===== src/rtl/oam_dma_ctrl.sv =====
// OAM DMA controller: copies OAM_LEN bytes from page {src,00} into OAM, one byte per M-cycle.
// Optional OAM_DMA_ECHO_EN folds source pages E0-FF onto C0-DF (echo RAM).
module oam_dma_ctrl #(
    parameter int unsigned OAM_LEN = 160,
    parameter logic [15:0] DMA_REG = 16'hFF46
) (
    input  logic        clk,
    input  logic        rst,
    input  logic        ce,
    input  logic [15:0] cpu_addr,
    input  logic [7:0]  cpu_wdata,
    input  logic        cpu_write,
    input  logic [7:0]  bus_rdata,
    output logic [15:0] bus_addr,
    output logic        bus_write,
    output logic        cpu_blocked,
    output logic [7:0]  oam_addr,
    output logic [7:0]  oam_wdata,
    output logic        oam_write,
    output logic        dma_active,
    output logic [7:0]  reg_rdata
);

    localparam logic [7:0] LAST_IDX = 8'(OAM_LEN - 1);

    typedef enum logic [1:0] {
        IDLE  = 2'd0,
        START = 2'd1,
        XFER  = 2'd2
    } state_t;

    state_t     state_q, state_d;
    logic [7:0] idx_q, idx_d;
    logic [7:0] src_q, src_d;
    logic [7:0] src_eff;
    logic       reg_wr;

    // A DMA_REG write in any state (re)starts the transfer and outranks the XFER step.
    assign reg_wr = ce && cpu_write && (cpu_addr == DMA_REG);

`ifdef OAM_DMA_ECHO_EN
    assign src_eff = (src_q >= 8'hE0) ? (src_q & 8'hDF) : src_q;
`else
    assign src_eff = src_q;
`endif

    always_ff @(posedge clk) begin
        if (!rst) begin
            state_q <= IDLE;
            idx_q   <= 8'h00;
            src_q   <= 8'hFF;
        end else begin
            state_q <= state_d;
            idx_q   <= idx_d;
            src_q   <= src_d;
        end
    end

    always_comb begin
        state_d = state_q;
        idx_d   = idx_q;
        src_d   = src_q;
        if (ce) begin
            if (reg_wr) begin
                src_d   = cpu_wdata;
                idx_d   = 8'h00;
                state_d = START;
            end else begin
                unique case (state_q)
                    START: state_d = XFER;
                    XFER: begin
                        if (idx_q == LAST_IDX) begin
                            idx_d   = 8'h00;
                            state_d = IDLE;
                        end else begin
                            idx_d = idx_q + 8'h01;
                        end
                    end
                    default: state_d = state_q;
                endcase
            end
        end
    end

    // Bus arbitration and OAM strobe; the CPU owns the bus everywhere except XFER.
    always_comb begin
        bus_addr    = cpu_addr;
        bus_write   = cpu_write;
        cpu_blocked = 1'b0;
        oam_write   = 1'b0;
        oam_addr    = idx_q;
        oam_wdata   = bus_rdata;
        dma_active  = (state_q != IDLE);
        reg_rdata   = src_q;
        if (state_q == XFER) begin
            bus_addr    = {src_eff, idx_q};
            bus_write   = 1'b0;
            cpu_blocked = (cpu_addr[15:8] != 8'hFF);
            oam_write   = rst && ce && !reg_wr;
        end
    end

endmodule


===== config.mk =====
export PLATFORM = sky130hd
export DESIGN_NAME = oam_dma_ctrl
export DESIGN_NICKNAME = d
export VERILOG_FILES = /design/src/rtl/oam_dma_ctrl.sv
export SDC_FILE = /design/constraint.sdc
export NUM_CORES = 1
export LEC_CHECK = 0
export BUFFER_PORTS_ARGS = -buffer_cell sky130_fd_sc_hd__buf_2
export CAP_MARGIN = 20
export CORE_UTILIZATION = 40
export DETAILED_ROUTE_END_ITERATION = 8
export PLACE_DENSITY = 0.77
export SETUP_SLACK_MARGIN = 0.02
export SLEW_MARGIN = 25
export SYNTH_ARGS = -nofsm -noshare
export SYNTH_HDL_FRONTEND = slang
export SYNTH_SLANG_ARGS = --single-unit

===== constraint.sdc =====
create_clock -name clk -period 1.9 [get_ports clk]
set_input_delay 0 -clock clk [delete_from_list [all_inputs] [get_ports clk]]
set_output_delay 0 -clock clk [all_outputs]
set_load 0.005 [all_outputs]

==> impl_metrics.toml <==
[die]
fp.coreArea_um2 = 2520
start_util_pct = 43.4
pin_count = 80
die_height_um = 54.3
rows = 18
fp.dieW_um = 54.3
design.die.area_um2 = 2950

[synthesis]
seq_area_frac_synth_pct = 33.0
synth_cells = 117
synth-edff-count = 0
yosys_register_bits = 18
ys_types = 35
synth_area_um2 = 1090
synthArstFlopShare_pct = 0
avgSynthCellArea_um2 = 9.35
synth_nets = 154
synth_flop_cell = "dfxtp_1"
ys_warn_count = 0

[finish]
multi_input_area_um2 = 648
num_antenna_cells = 0
nets = 229
area_growth_pct = 44.9
fill_cells = 225
layout.cells.non_filler = 221
seq_area_um2 = 360
drive_above_1_share_pct = 50.3

[route]
wl_met1_um = 1290
num_vias = 1154
post_drt_wl_per_cell_um = 13.9
highest_layer = "met4"
drt-vias-per-instance = 5.22
drt-total-wl_um = 3080
first_pass_iters = 4
drtIter0Drc = 6
wl_met2_um = 1480
detailroute.wirelength.met3_um = 239
ant_nets = 0
drc = 0

[outcome]
status = "finished, final reports clean"

[power]
power_density_nw_per_um2 = 454
total_power_mw = 0.719
leakage_nw = 0.720
peakVddDrop_v = 0.000457

[critical_path]
crit_family = "buffers and inverters"
r2r_setup_slack_ps = 280
cp_slowest_cell = "dlygate4sd3_1"
path_class = "in2reg"
cp_data_arrival_time_ps = 1870
cp.required_ps = 2080
worstSetupStartpointType = "input port"
critPathCaptureType = "flip-flop"
max_stage_delay_ps = 580
critPathMaxFanout = 6
critical_path_buf_inv_count = 3
path_cells = "buf_2 > nor4b_1 > nand3_2 > buf_4 > mux2i_1 > nand2_1 > dlygate4sd3_1"

[timing]
tightest_slew_ps = 449
finalCritPeriodShare_pct = 88.6
drv_slew = 0
hold_violations = 0
fin_crit_ps = 1680
clock_skew_ps = 13.1
fmax_mhz = 594
slew_headroom_pct = 69.6
rsz0062_at_grt = "false"
setup_violations = 0
fin_setup_tns_ps = 0

[flow_run]
drv_cap = 0

[cts]
clkSinkCount = 18
cts_buffers = 3
clk_path_buf_depth = 2
h-tree-depth = 1
cts_tree = "built"
postCtsSetupRepairBufs = 0
clkTransAtPathRegs_ps = 100
clock_latency_ps = 310
cts-root-buf = "clkbuf_4"

[global_route]
grt_max_degree = 11
antenna_found_initial = 0
grt.total_usage_pct = 21.3
grt_pass1_vias = 1061
grt_pass1_wl_um = 4440
grt_overflow = 0

[placed_design]
routabilityCongestion = 0.791
io_buffers = 63
dp.cells = 201
dp_hpwl_um = 2190

[hold_path]
min_path_type = "in2out"
==> repair_timing <==
action / in CTS / in global routing
gates resized for setup: 0 / 1
endpoints found under the hold margin: 8 / 0
endpoints found under the setup margin: 0 / 1
hold buffers: 16 / 0
==> per-stage QoR <==
step	hold WS [ps]	area [um2]	setup WS (ps)	util [%]
final	0.00201	1580	217	62.8
after detailed placement	0.0346	1380	319	54.8
after CTS	0.0346	1580	179	62.6
after floorplan	80.8	1090	463	-
after global placement	0.0346	1380	389	54.8
after global routing	0.00913	1580	52.9	62.8
==> registers in the layout (all words and copies together), names as in the netlist <==
name and cells:
oam_addr 8, reg_rdata 8, state_q 2
==> path summary, 6_finish.rpt <==
check,start,end,depth (start not counted)
max,cpu_addr[5],reg_rdata[2],7
min,bus_rdata[4],oam_wdata[4],0
max reg2reg,oam_addr[0],oam_addr[5],6
min reg2reg,state_q[0],state_q[0],2
==> worst register-to-register path: stages, from the launching register on <==
cell and delay, ps:
dfxtp_1 460, ha_1 230, nand2_2 80, nor4_4 430, o21ai_1 110, a21oi_1 150
nor2_1 50
==> power breakdown <==
part | leakage, nW | total, mW | internal, mW | switching (mW)
clock | 0.0210 | 0.244 | 0.117 | 0.127
combinational | 0.554 | 0.0981 | 0.0581 | 0.0401
sequential | 0.145 | 0.377 | 0.377 | 0.000000854
==> cell usage in the layout (no fill, tap or decap), types with 2 or more instances in the layout <==
cell type	count
buf_2	63
dfxtp_1	18
mux2_2	16
dlygate4sd3_1	16
nor2_1	12
nand2_1	12
mux2i_1	8
a21oi_1	4
nand4_1	3
xor2_1	3
clkbuf_4	3
buf_4	3
nor4b_1	2
nand2_2	2
o21ai_1	2
==> area by class of cell <==
cell class,count,share of cell area (%)
Clock buffer,4,2.29
Inverter,1,0.237
Multi-Input combinational cell,86,40.9
Sequential cell,18,22.7
Tap cell,30,2.37
Timing Repair Buffer,82,31.4
==> cells in the mapped netlist, types with 2 or more instances <==
cell     number  area [um2]
nor2_1       12        45.0
nand3_1       2        10.0
mux2i_1       8        80.1
o21ai_1       2        10.0
nor4b_1       2        17.5
xor2_1        3        26.3
dfxtp_1      18         360
nand2_1      12        45.0
buf_4        11        82.6
nand4_1       3        18.8
nand2_2       2        12.5
mux2_2       16         180
a21oi_1       4        20.0
==> logic make-up after synthesis <==
logic type,after synthesis,synth area share (%)
fa+ha+maj,1,1.14
simple gates,45,23.5
buf+inv,13,8.24
compound gates,13,8.01
flops,18,33.0
xor+xnor,3,2.40
mux,24,23.8
==> layer usage <==
metal  global-route usage [%]  vias to the layer above
li1                         -                      556
met1                     22.3                      525
met2                     39.2                       64
met3                     4.44                        9
met4                     11.5                        0
met5                        0                        -
No activity file was read; power rests on OpenSTA's default activity.
